File: config.mk
export PLATFORM = sky130hd
export DESIGN_NAME = gpio_write_arbiter
export DESIGN_NICKNAME = d
export VERILOG_FILES = /design/src/rtl/gpio_write_arbiter.sv
export SDC_FILE = /design/constraint.sdc
export NUM_CORES = 1
export LEC_CHECK = 0
export ABC_CLOCK_PERIOD_IN_PS = 4800
export CORE_ASPECT_RATIO = 0.9
export CORE_MARGIN = 3
export CORE_UTILIZATION = 49
export DETAILED_ROUTE_END_ITERATION = 16
export PLACE_DENSITY_LB_ADDON = 0.05
export SLEW_MARGIN = 20
export SYNTH_ARGS = -nofsm -noshare
export SYNTH_HDL_FRONTEND = slang
export SYNTH_SLANG_ARGS = --single-unit
File: constraint.sdc
create_clock -name clk -period 4.8 [get_ports clk]
set_input_delay 0.96 -clock clk [delete_from_list [all_inputs] [get_ports clk]]
set_output_delay 0.96 -clock clk [all_outputs]
set_load 0.005 [all_outputs]
File: src/rtl/gpio_write_arbiter.sv
// Round-robin arbiter sharing the GPIO write port between the core store path (req0)
// and the debug/boot loader (req1). Drives each accepted GPIO write for a timed window.
//   state   | meaning
//   IDLE    | waiting for a request, gpio outputs at 0
//   DRIVE   | gpio_addr/gpio_data driven with latched values, hold counter running
//   RELEASE | gpio outputs back to 0, winner gets its one-cycle ready/err pulse
module gpio_write_arbiter #(
    parameter int                ADDR_W      = 32,
    parameter int                DATA_W      = 32,
    parameter logic [ADDR_W-1:0] GPIO_ADDR   = ADDR_W'(32'h0000ABCD),
    parameter int                HOLD_CYCLES = 2
) (
    input  logic              clk,
    input  logic              reset,
    input  logic              req0_valid,
    input  logic [ADDR_W-1:0] req0_addr,
    input  logic [DATA_W-1:0] req0_data,
    output logic              req0_ready,
    output logic              req0_err,
    input  logic              req1_valid,
    input  logic [ADDR_W-1:0] req1_addr,
    input  logic [DATA_W-1:0] req1_data,
    output logic              req1_ready,
    output logic              req1_err,
    output logic [ADDR_W-1:0] gpio_addr,
    output logic [DATA_W-1:0] gpio_data,
    output logic              busy,
    output logic              last_grant,
    output logic [15:0]       wr_count
);

    localparam int CNT_W = (HOLD_CYCLES > 1) ? $clog2(HOLD_CYCLES) : 1;

    typedef enum logic [1:0] {IDLE, DRIVE, RELEASE} state_e;

    state_e              state_q, state_d;
    logic [CNT_W-1:0]    cnt_q, cnt_d;
    logic [ADDR_W-1:0]   addr_q, addr_d;
    logic [DATA_W-1:0]   data_q, data_d;
    logic [ADDR_W-1:0]   gpio_addr_q, gpio_addr_d;
    logic [DATA_W-1:0]   gpio_data_q, gpio_data_d;
    logic                ready0_q, ready0_d, ready1_q, ready1_d;
    logic                err0_q, err0_d, err1_q, err1_d;
    logic                busy_q, busy_d;
    logic                last_grant_q, last_grant_d;
    logic [15:0]         wr_count_q, wr_count_d;
    logic                win;

    always_comb begin
        state_d      = state_q;
        cnt_d        = cnt_q;
        addr_d       = addr_q;
        data_d       = data_q;
        last_grant_d = last_grant_q;
        wr_count_d   = wr_count_q;
        gpio_addr_d  = '0;
        gpio_data_d  = '0;
        ready0_d     = 1'b0;
        ready1_d     = 1'b0;
        err0_d       = 1'b0;
        err1_d       = 1'b0;
        // on a tie the requester that was not granted last goes next
        win = (req0_valid && req1_valid) ? ~last_grant_q : req1_valid;

        case (state_q)
            IDLE: begin
                if (req0_valid || req1_valid) begin
                    last_grant_d = win;
                    addr_d       = win ? req1_addr : req0_addr;
                    data_d       = win ? req1_data : req0_data;
                    if (addr_d == GPIO_ADDR) begin
                        state_d     = DRIVE;
                        cnt_d       = CNT_W'(HOLD_CYCLES - 1);
                        gpio_addr_d = addr_d;
                        gpio_data_d = data_d;
                    end else begin
                        state_d  = RELEASE;
                        ready0_d = ~win;
                        ready1_d = win;
                        err0_d   = ~win;
                        err1_d   = win;
                    end
                end
            end
            DRIVE: begin
                if (cnt_q == '0) begin
                    state_d    = RELEASE;
                    ready0_d   = ~last_grant_q;
                    ready1_d   = last_grant_q;
                    wr_count_d = wr_count_q + 16'd1;
                end else begin
                    cnt_d       = cnt_q - CNT_W'(1);
                    gpio_addr_d = addr_q;
                    gpio_data_d = data_q;
                end
            end
            RELEASE: state_d = IDLE;
            default: state_d = IDLE;
        endcase

        busy_d = (state_d != IDLE);
    end

    always_ff @(posedge clk) begin
        if (reset) begin
            state_q      <= IDLE;
            cnt_q        <= '0;
            addr_q       <= '0;
            data_q       <= '0;
            gpio_addr_q  <= '0;
            gpio_data_q  <= '0;
            ready0_q     <= 1'b0;
            ready1_q     <= 1'b0;
            err0_q       <= 1'b0;
            err1_q       <= 1'b0;
            busy_q       <= 1'b0;
            last_grant_q <= 1'b1;
            wr_count_q   <= '0;
        end else begin
            state_q      <= state_d;
            cnt_q        <= cnt_d;
            addr_q       <= addr_d;
            data_q       <= data_d;
            gpio_addr_q  <= gpio_addr_d;
            gpio_data_q  <= gpio_data_d;
            ready0_q     <= ready0_d;
            ready1_q     <= ready1_d;
            err0_q       <= err0_d;
            err1_q       <= err1_d;
            busy_q       <= busy_d;
            last_grant_q <= last_grant_d;
            wr_count_q   <= wr_count_d;
        end
    end

    assign req0_ready = ready0_q;
    assign req1_ready = ready1_q;
    assign req0_err   = err0_q;
    assign req1_err   = err1_q;
    assign gpio_addr  = gpio_addr_q;
    assign gpio_data  = gpio_data_q;
    assign busy       = busy_q;
    assign last_grant = last_grant_q;
    assign wr_count   = wr_count_q;

endmodule

==> qor.txt, run 1 <==
Distinct cells, synth: 52
Die Wd: 125 um
core area: 0.0123 mm2
post-synthesis cell count: 659
internal power: 2.35 mW
row count: 38
Synth area leader: dfxtp_1
capturing point of the worst reg2reg path: gpio_data[9]$_SDFF_PP0_
Worst setup SP type: input pin
RD Place Congestion: 0.893
Main synth FF type: dfxtp_1
CTS tree: done
DR vias/cell: 5.71
fin nets: 979
cts bufs inserted: 17
pin count of the biggest net entering global routing: 84
power per cell area: 341 mW/mm2
max-cap violations: 0
mapped cell area: 0.00629 mm2
Routed WL per cell: 17.9 um
postcts setup bufs: 0
final hold vios: 0
r2r setup slk: 2.33 ns
CP Launch Point: req1_valid
CTS resizes: 0
period utilization: 64.5%
Fill cells: 887
Clk Latency, worst-skew pair: 0.42 ns
Mean Syn Cell Area: 9.54 um2
clock skew: 0.00947 ns
worst min path class: register to register
area grow syn2layout: 44.4%
clk buf depth: 2
drt total wl: 18300 um
clock share of power: 43.9%
Leak Pwr: 3.54 nW
die height: 113 um
initial antenna violation count: 1
htree depth: 4
setup TNS: 0 ns
GRT Util Overall: 25.4%
Flop pwr share: 44.3%
Post-DP Area: 0.00847 mm2
dpl hpwl: 12500 um
f_max: 323 MHz
post-route ant nets: 0
Starting DRT DRC Count: 375
CP endpoint: gpio_data[9]$_SDFF_PP0_
Via Count: 5814
async set-reset flop share out of synthesis: 0%
critical path class: input pin to register
worst-path maximum fanout: 21
Port Buffer Count: 217
Worst-Margin Slew: 0.934 ns
IO Pins: 218
Initial Util: 51.1%
DRC: 0
number of synthesized flops with an enable pin: 0
critical path endpoint category: register
worst-case reg-to-reg path depth: 4
hold depth: 1
DRT Pass-1 Iters: 5
total grt overflow: 0
Yosys Warn Count: 0
reg2reg start: last_grant$_SDFFE_PP1P_
post-synthesis sequential area ratio: 48.7%
sw power: 0.738 mW
combinational group share of total power: 11.8%
final design utilization: 73.7%
top area cells in the synthesized netlist: dfxtp_1, o41ai_2, nand2_1, mux2i_1, nor2_1
Finished Layout Cells: 1019
first-pass GRT wire length: 29100 um
full die area: 0.0142 mm2
Rel. slew slack: 37.7%
RSZ-0062 raised after global routing: no
fin crit period: 3.09 ns
vias in the first global route: 5688
CTS clock-pin slew for the worst setup and hold paths: 0.06 ns
fraction of layout cells with a size suffix above 1: 9.08%
CTS sink cnt: 153
hold_buf cts: 0
design area: 0.00908 mm2
CP Data Required Time: 5.12 ns
Yosys reg bits: 153
Slew Viols, Final: 0
outcome: complete, no violations
Root Buffer: clkbuf_16
Synth top area share: 48.7%
Inst Count DP: 987
Peak VDD IR: 0.000293 V
Syn Nets: 792
# setup viols final: 0
Worst EP arrival: 3.41 ns
n_diodes: 0
switching share of total power: 23.9%
## flip-flops by register name (all words and copies together), names as in the netlist
register	cells
addr_q	32
req1_err	1
gpio_data	32
gpio_addr	32
busy	1
data_q	32
req0_err	1
state_q	2
wr_count	16
cnt_q	1
req0_ready	1
last_grant	1
req1_ready	1
## kinds of logic (layout without fill, tap and decap cells)
group,Yosys count,after routing,share of synthesized area (%)
adders and majority gates,1,1,0.199
DFF,153,153,48.7
muxes,33,33,5.27
xor gates and xnor gates,9,9,1.25
buffers and inverters,60,260,4.56
and+or+nand+nor,266,266,19.9
AOI/OAI and AO/OA,137,137,20.1
## power groups by stage
stage / registers [mW] / logic (mW) / clock network, mW
after floorplan: 1.39 / 0.194 / 0
after global placement: 1.39 / 0.351 / 0
after detailed placement: 1.40 / 0.360 / 0
after CTS: 1.37 / 0.363 / 1.37
after global routing: 1.38 / 0.398 / 1.42
final: 1.37 / 0.364 / 1.36
## stage by stage
| stage | hold WS (ns) | power [mW] | setup slack (ns) |
|---|---|---|---|
| 3_3_place_gp | 0.430 | 1.74 | 1.26 |
| 6_report | 0.452 | 3.09 | 1.71 |
| 2_1_floorplan | 0.421 | 1.58 | 2.53 |
| 5_1_grt | 0.471 | 3.20 | 1.54 |
| 3_5_place_dp | 0.437 | 1.76 | 1.16 |
| 4_1_cts | 0.454 | 3.11 | 1.60 |
## cell usage after synthesis (2+ instances only)
cell type and count:
nand4b_1 2, a311oi_1 33, buf_6 4, nand4_1 10, inv_1 3, and2_1 24, and3_1 4, nor4b_1 2
o41ai_2 28, nand3_2 2, o41ai_1 4, o21ai_0 6, clkbuf_1 26, buf_1 4, o21ai_1 9, o31ai_1 4
nor4bb_1 6, nor2b_1 2, a21oi_1 11, a211oi_1 31, buf_2 22, nand3_1 4, nand2_1 113, mux2i_1 32
or3_1 2, xor2_1 8, dfxtp_1 153, nor2_1 78, or4_1 4, nor4_1 6
## worst min path at each step
stage | from | end | slack, ns
2_1_floorplan | data_q[31]$_SDFFE_PP0P_ | gpio_data[31]$_SDFF_PP0_ | 0.42
3_3_place_gp | data_q[9]$_SDFFE_PP0P_ | gpio_data[9]$_SDFF_PP0_ | 0.43
3_5_place_dp | data_q[10]$_SDFFE_PP0P_ | gpio_data[10]$_SDFF_PP0_ | 0.44
4_1_cts | data_q[15]$_SDFFE_PP0P_ | gpio_data[15]$_SDFF_PP0_ | 0.45
5_1_grt | data_q[1]$_SDFFE_PP0P_ | gpio_data[1]$_SDFF_PP0_ | 0.47
6_report | addr_q[17]$_SDFFE_PP0P_ | gpio_addr[17]$_SDFF_PP0_ | 0.45
## per-layer routing
metal | part of all wire (%) | global-route usage (%) | up-vias
met5 | 0.071 | 0 | -
li1 | - | - | 2748
met1 | 40 | 31.2 | 2767
met3 | 8.7 | 8.29 | 32
met4 | 2.2 | 9.68 | 2
met2 | 49 | 41.8 | 265
## critical path, stage by stage
cell and delay (ns):
clkdlybuf4s50_1 0.51, a21boi_2 0.65, mux2_2 0.64, buf_4 0.31, o41ai_1 0.32
## cell type report
type	instances	area, um2	share of cell area (%)
Sequential cell	153	3060	33.7
Clock inverter	12	149	1.64
Clock buffer	20	457	5.03
Timing Repair Buffer	225	2240	24.7
Multi-Input combinational cell	446	2960	32.6
Tap cell	160	200	2.21
Inverter	3	11.3	0.124
## placed cells by master (no fill, tap or decap), types with 2 or more instances in the layout
cell	n
nand3_2	2
nand2_1	113
mux2i_1	32
nand3_1	4
or3_1	2
nor4bb_1	6
nor4_1	6
and2_1	24
nand4_1	10
nor4b_1	2
clkbuf_16	17
o41ai_2	28
bufinv_16	3
o31ai_1	4
a311oi_1	33
or4_1	4
clkinv_2	4
and3_1	3
nor2_1	78
o41ai_1	4
inv_1	3
a21oi_1	11
buf_4	7
clkdlybuf4s50_1	216
dfxtp_1	153
clkinvlp_4	4
o21ai_0	6
nor2b_1	2
o21ai_1	9
a211oi_1	31
xor2_1	8
clkbuf_8	2
nand4b_1	2
No activity file was read; power rests on OpenSTA's default activity.
==> inputs of run 2 (changes only) <==
ABC_CLOCK_PERIOD_IN_PS = 2600   (was 4800)
CORE_UTILIZATION = 41   (was 49)
clock period = 2.6 ns   (was 4.8 ns; I/O delays follow)
==> qor.txt, run 2 (synthesis gave the netlist of run 1 again) <==
cts bufs inserted: 17 (unchanged)
CTS clock-pin slew for the worst setup and hold paths: 0.06 ns (about the same)
clk buf depth: 2 (unchanged)
Starting DRT DRC Count: 342 (-8.8%)
CTS sink cnt: 153 (unchanged)
Tot Pwr: 5.80 mW (+88%)
Rel. slew slack: 36.7% (-1.0 points)
htree depth: 4 (unchanged)
# setup viols final: 0 (unchanged)
sw power: 1.36 mW (+85%)
core area: 0.0149 mm2 (+21%)
hold_buf cts: 0 (unchanged)
area grow syn2layout: 47.4%
post-route ant nets: 0 (unchanged)
max-cap violations: 0 (unchanged)
most frequent cells in the layout: clkdlybuf4s50_1, dfxtp_1, nand2_1, nor2_1, a311oi_1
final hold vios: 0 (unchanged)
Worst-Margin Slew: 0.950 ns (+0.0157 ns)
DR vias/cell: 5.28 (-7.4%)
DRC: 0 (unchanged)
drt total wl: 18000 um (-1.7%)
fin crit period: 2.24 ns
CP Data Required Time: 2.91 ns (-2.21 ns)
Via Count: 5638 (-3.0%)
RSZ-0062 raised after global routing: no
postcts setup bufs: 0 (unchanged)
outcome: complete, no violations
first-pass GRT wire length: 28600 um (-1.5%)
vias in the first global route: 5556 (-2.3%)
Worst EP arrival: 2.55 ns (-0.86 ns)
Finished Layout Cells: 1067 (+4.7%)
DRT Pass-1 Iters: 5 (unchanged)
critical path endpoint category: register
Inst Count DP: 1035 (+4.9%)
clock share of power: 44.5% (+0.6 points)
Peak VDD IR: 0.000442 V (+51%)
switching share of total power: 23.5% (-0.38 points)
Die Wd: 137 um (+8.9%)
pin count of the biggest net entering global routing: 84 (unchanged)
period utilization: 86.3%
IO Pins: 218 (unchanged)
f_max: 446 MHz
Leak Pwr: 3.63 nW (+2.5%)
internal power: 4.44 mW (+89%)
worst min path class: register to register
die height: 123 um (+8.8%)
Routed WL per cell: 16.8 um (-6.1%)
n_diodes: 0 (unchanged)
Worst setup SP type: input pin
CTS resizes: 0 (unchanged)
GRT Util Overall: 21.6% (-3.7 points)
critical path class: input pin to register
worst-path maximum fanout: 22 (+4.8%)
fin nets: 989 (+1.0%)
clock skew: 0.00514 ns (-0.00434 ns)
WHS: 0.454 ns (+0.00150 ns)
Initial Util: 42.3% (-8.8 points)
setup TNS: 0 ns (unchanged)
fraction of layout cells with a size suffix above 1: 10.1% (+1.0 points)
Flop pwr share: 43.5% (-0.8 points)
final design utilization: 62.3% (-11 points)
total grt overflow: 0 (unchanged)
full die area: 0.0169 mm2 (+18%)
commonest non-fill, non-tap cell in the layout: clkdlybuf4s50_1
power per cell area: 626 mW/mm2 (+84%)
CTS tree: done
dpl hpwl: 12300 um (-1.7%)
Clk Latency, worst-skew pair: 0.41 ns (about the same)
combinational group share of total power: 12.0% (+0.2 points)
Slew Viols, Final: 0 (unchanged)
initial antenna violation count: 2 (+1)
row count: 42 (+11%)
Port Buffer Count: 217 (unchanged)
RD Place Congestion: 0.908 (+1.7%)
Root Buffer: clkbuf_16
[run 2: per-stage QoR]
stage	cell area, um2	worst slack [ns]
final	9270	0.357
after global routing	9270	0.209
after CTS	9270	0.374
after detailed placement	8650	-0.0673
after global placement	8650	-0.0503
after floorplan	6290	0.766
[run 2: final timing paths]
check                           from                        end  slack (ns)  cells after the start
max reg2reg    state_q[0]$_SDFF_PP0_  wr_count[14]$_SDFFE_PP0P_        0.63                      5
max                     req0_addr[3]    gpio_data[8]$_SDFF_PP0_        0.36                      6
min reg2reg  addr_q[17]$_SDFFE_PP0P_   gpio_addr[17]$_SDFF_PP0_        0.45                      1
min          addr_q[17]$_SDFFE_PP0P_   gpio_addr[17]$_SDFF_PP0_        0.45                      1
[run 2: worst max-delay path, stage by stage]
cell and delay (ns):
clkdlybuf4s50_1 0.49, nor4bb_1 0.38, nand4_1 0.26, o22a_2 0.35, buf_12 0.19, o41ai_1 0.36
[run 2: metal layers]
layer	vias up	part of all wire (%)	GRT usage, %
met3	15	7.4	6.35
met4	2	0.87	7.12
met1	2661	44	27.3
li1	2772	-	-
met2	188	48	35.6
met5	-	0.061	0
[run 2: cell type report]
type                       count  area, um2
clock inverter                13        176
sequential                   153       3060
multi-input combinational    446       2950
fill                        1193       5600
timing repair buffer         235       2380
clock buffer                  19        443
inverter                       3       11.3
tap                          198        248
[run 2: power by group through the flow]
stage / clock network (mW) / logic, mW / registers [mW]
2_1_floorplan: 0 / 0.359 / 2.56
3_3_place_gp: 0 / 0.682 / 2.57
3_5_place_dp: 0 / 0.692 / 2.58
4_1_cts: 2.64 / 0.698 / 2.52
5_1_grt: 2.73 / 0.763 / 2.54
6_report: 2.58 / 0.696 / 2.52
==> inputs of run 3 (changes only) <==
CORE_MARGIN = default   (was 3)
CORE_UTILIZATION = 40   (was 41)
==> qor.txt, run 3 (synthesis gave the netlist of run 1 again) <==
switching share of total power: 23.7% (+0.18 points)
Peak VDD IR: 0.000439 V (-0.74%)
final design utilization: 60.3% (-2.1 points)
fin crit period: 2.17 ns (-0.0737 ns)
top cell family by delay on the critical path: buffers and inverters
Max Used Layer: met4
period utilization: 83.4% (-2.8 points)
f_max: 461 MHz (+3.4%)
internal power: 4.45 mW (+0.18%)
Worst EP arrival: 2.48 ns (-0.07 ns)
sw power: 1.38 mW (+1.2%)
M1 WL: 7800 um (-0.49%)
Initial Util: 40.9% (-1.4 points)
max-cap violations: 0 (unchanged)
initial antenna violation count: 0 (-2)
Flop pwr share: 43.3% (-0.2 points)
CTS clock-pin slew for the worst setup and hold paths: 0.06 ns (about the same)
worst min path class: register to register
Critical-path top delay cell: clkdlybuf4s50_1
full die area: 0.0162 mm2 (-3.8%)
post-route ant nets: 0 (unchanged)
commonest non-fill, non-tap cell in the layout: clkdlybuf4s50_1
Rel. slew slack: 35.9% (-0.76 points)
CTS sink cnt: 153 (unchanged)
cts bufs inserted: 17 (unchanged)
clock skew: 0.00835 ns (+0.00321 ns)
WP buf/inv: 2 (unchanged)
critical path endpoint category: register
# setup viols final: 0 (unchanged)
die height: 121 um (-2.1%)
CP Data Required Time: 2.91 ns (about the same)
DR vias/cell: 5.28 (about the same)
critical path class: input pin to register
Worst setup SP type: input pin
met2 WL post-DR: 8070 um (-6.5%)
Routed WL per cell: 16.3 um (-3.3%)
Finished Layout Cells: 1072 (+0.47%)
Slew Viols, Final: 0 (unchanged)
n_diodes: 0 (unchanged)
htree depth: 4 (unchanged)
CTS tree: done
clk buf depth: 2 (unchanged)
Setup WS post-layout: 0.431 ns (+0.0737 ns)
Fill cells: 1339 (+12%)
pin count of the biggest net entering global routing: 84 (unchanged)
CP Cell Sequence: clkdlybuf4s50_1 > nor4bb_1 > nand4_1 > o22a_2 > buf_12 > o41ai_1
hold_buf cts: 0 (unchanged)
Leak Pwr: 3.62 nW (-0.30%)
core area: 0.0154 mm2 (+3.5%)
Worst-Margin Slew: 0.961 ns (+0.0115 ns)
total grt overflow: 0 (unchanged)
DRT Pass-1 Iters: 4 (-1)
outcome: complete, no violations
fin nets: 990 (+0.10%)
clock share of power: 44.9% (+0.4 points)
RSZ-0062 raised after global routing: no
row count: 43 (+2.4%)
drt total wl: 17400 um (-2.9%)
IO Pins: 218 (unchanged)
Die Wd: 134 um (-1.7%)
Clk Latency, worst-skew pair: 0.42 ns (about the same)
RD Place Congestion: 0.861 (-5.1%)
Max stage delay on crit path: 0.49 ns (about the same)
setup TNS: 0 ns (unchanged)
fraction of layout cells with a size suffix above 1: 10.2% (+0.10 points)
design area: 0.00927 mm2 (about the same)
GRT Util Overall: 21.3% (-0.32 points)
combinational group share of total power: 11.8% (-0.2 points)
most frequent cells in the layout: clkdlybuf4s50_1, dfxtp_1, nand2_1, nor2_1, a311oi_1
Tot Pwr: 5.83 mW (+0.42%)
dpl hpwl: 11900 um (-3.4%)
Port Buffer Count: 217 (unchanged)
Post-DP Area: 0.00864 mm2 (-0.14%)
postcts setup bufs: 0 (unchanged)
WHS: 0.449 ns (-0.00506 ns)
Root Buffer: clkbuf_16
vias in the first global route: 5398 (-2.8%)
power per cell area: 628 mW/mm2 (+0.38%)
DRC: 0 (unchanged)
Via Count: 5662 (+0.43%)
post-place setup slack: 0.0144 ns (+0.0817 ns)
worst-path maximum fanout: 15 (-32%)
Starting DRT DRC Count: 245 (-28%)
final hold vios: 0 (unchanged)
Inst Count DP: 1040 (+0.48%)
met3 wire length: 1270 um (-4.1%)
CTS resizes: 0 (unchanged)
first-pass GRT wire length: 27100 um (-5.5%)
area grow syn2layout: 47.5% (about the same)
==> run 3: final cells by class <==
cell class / instances / area [um2] / area share [%]
sequential: 153 / 3060 / 33.0
tap: 202 / 253 / 2.73
clock buffer: 19 / 443 / 4.78
multi-input combinational: 446 / 2950 / 31.8
inverter: 3 / 11.3 / 0.121
clock inverter: 13 / 193 / 2.08
timing repair buffer: 236 / 2360 / 25.4
==> run 3: worst paths after layout <==
path,start,endpoint,slack (ns),depth (start not counted)
max,req1_addr[6],gpio_data[8]$_SDFF_PP0_,0.43,6
min,addr_q[31]$_SDFFE_PP0P_,gpio_addr[31]$_SDFF_PP0_,0.45,1
min reg2reg,addr_q[31]$_SDFFE_PP0P_,gpio_addr[31]$_SDFF_PP0_,0.45,1
max reg2reg,state_q[0]$_SDFF_PP0_,wr_count[14]$_SDFFE_PP0P_,0.66,5
==> run 3: power groups by stage <==
stage                     combinational (mW)  sequential (mW)  clock [mW]
final                                  0.687             2.52        2.62
after global routing                   0.748             2.54        2.78
after CTS                              0.689             2.52        2.68
after detailed placement               0.684             2.57           0
after global placement                 0.674             2.57           0
after floorplan                        0.359             2.56           0
==> run 3: per-layer routing <==
metal,up-vias,global-route usage [%]
li1,2783,-
met1,2643,26.9
met2,212,34.5
met3,24,6.39
met4,0,7.16
met5,-,0
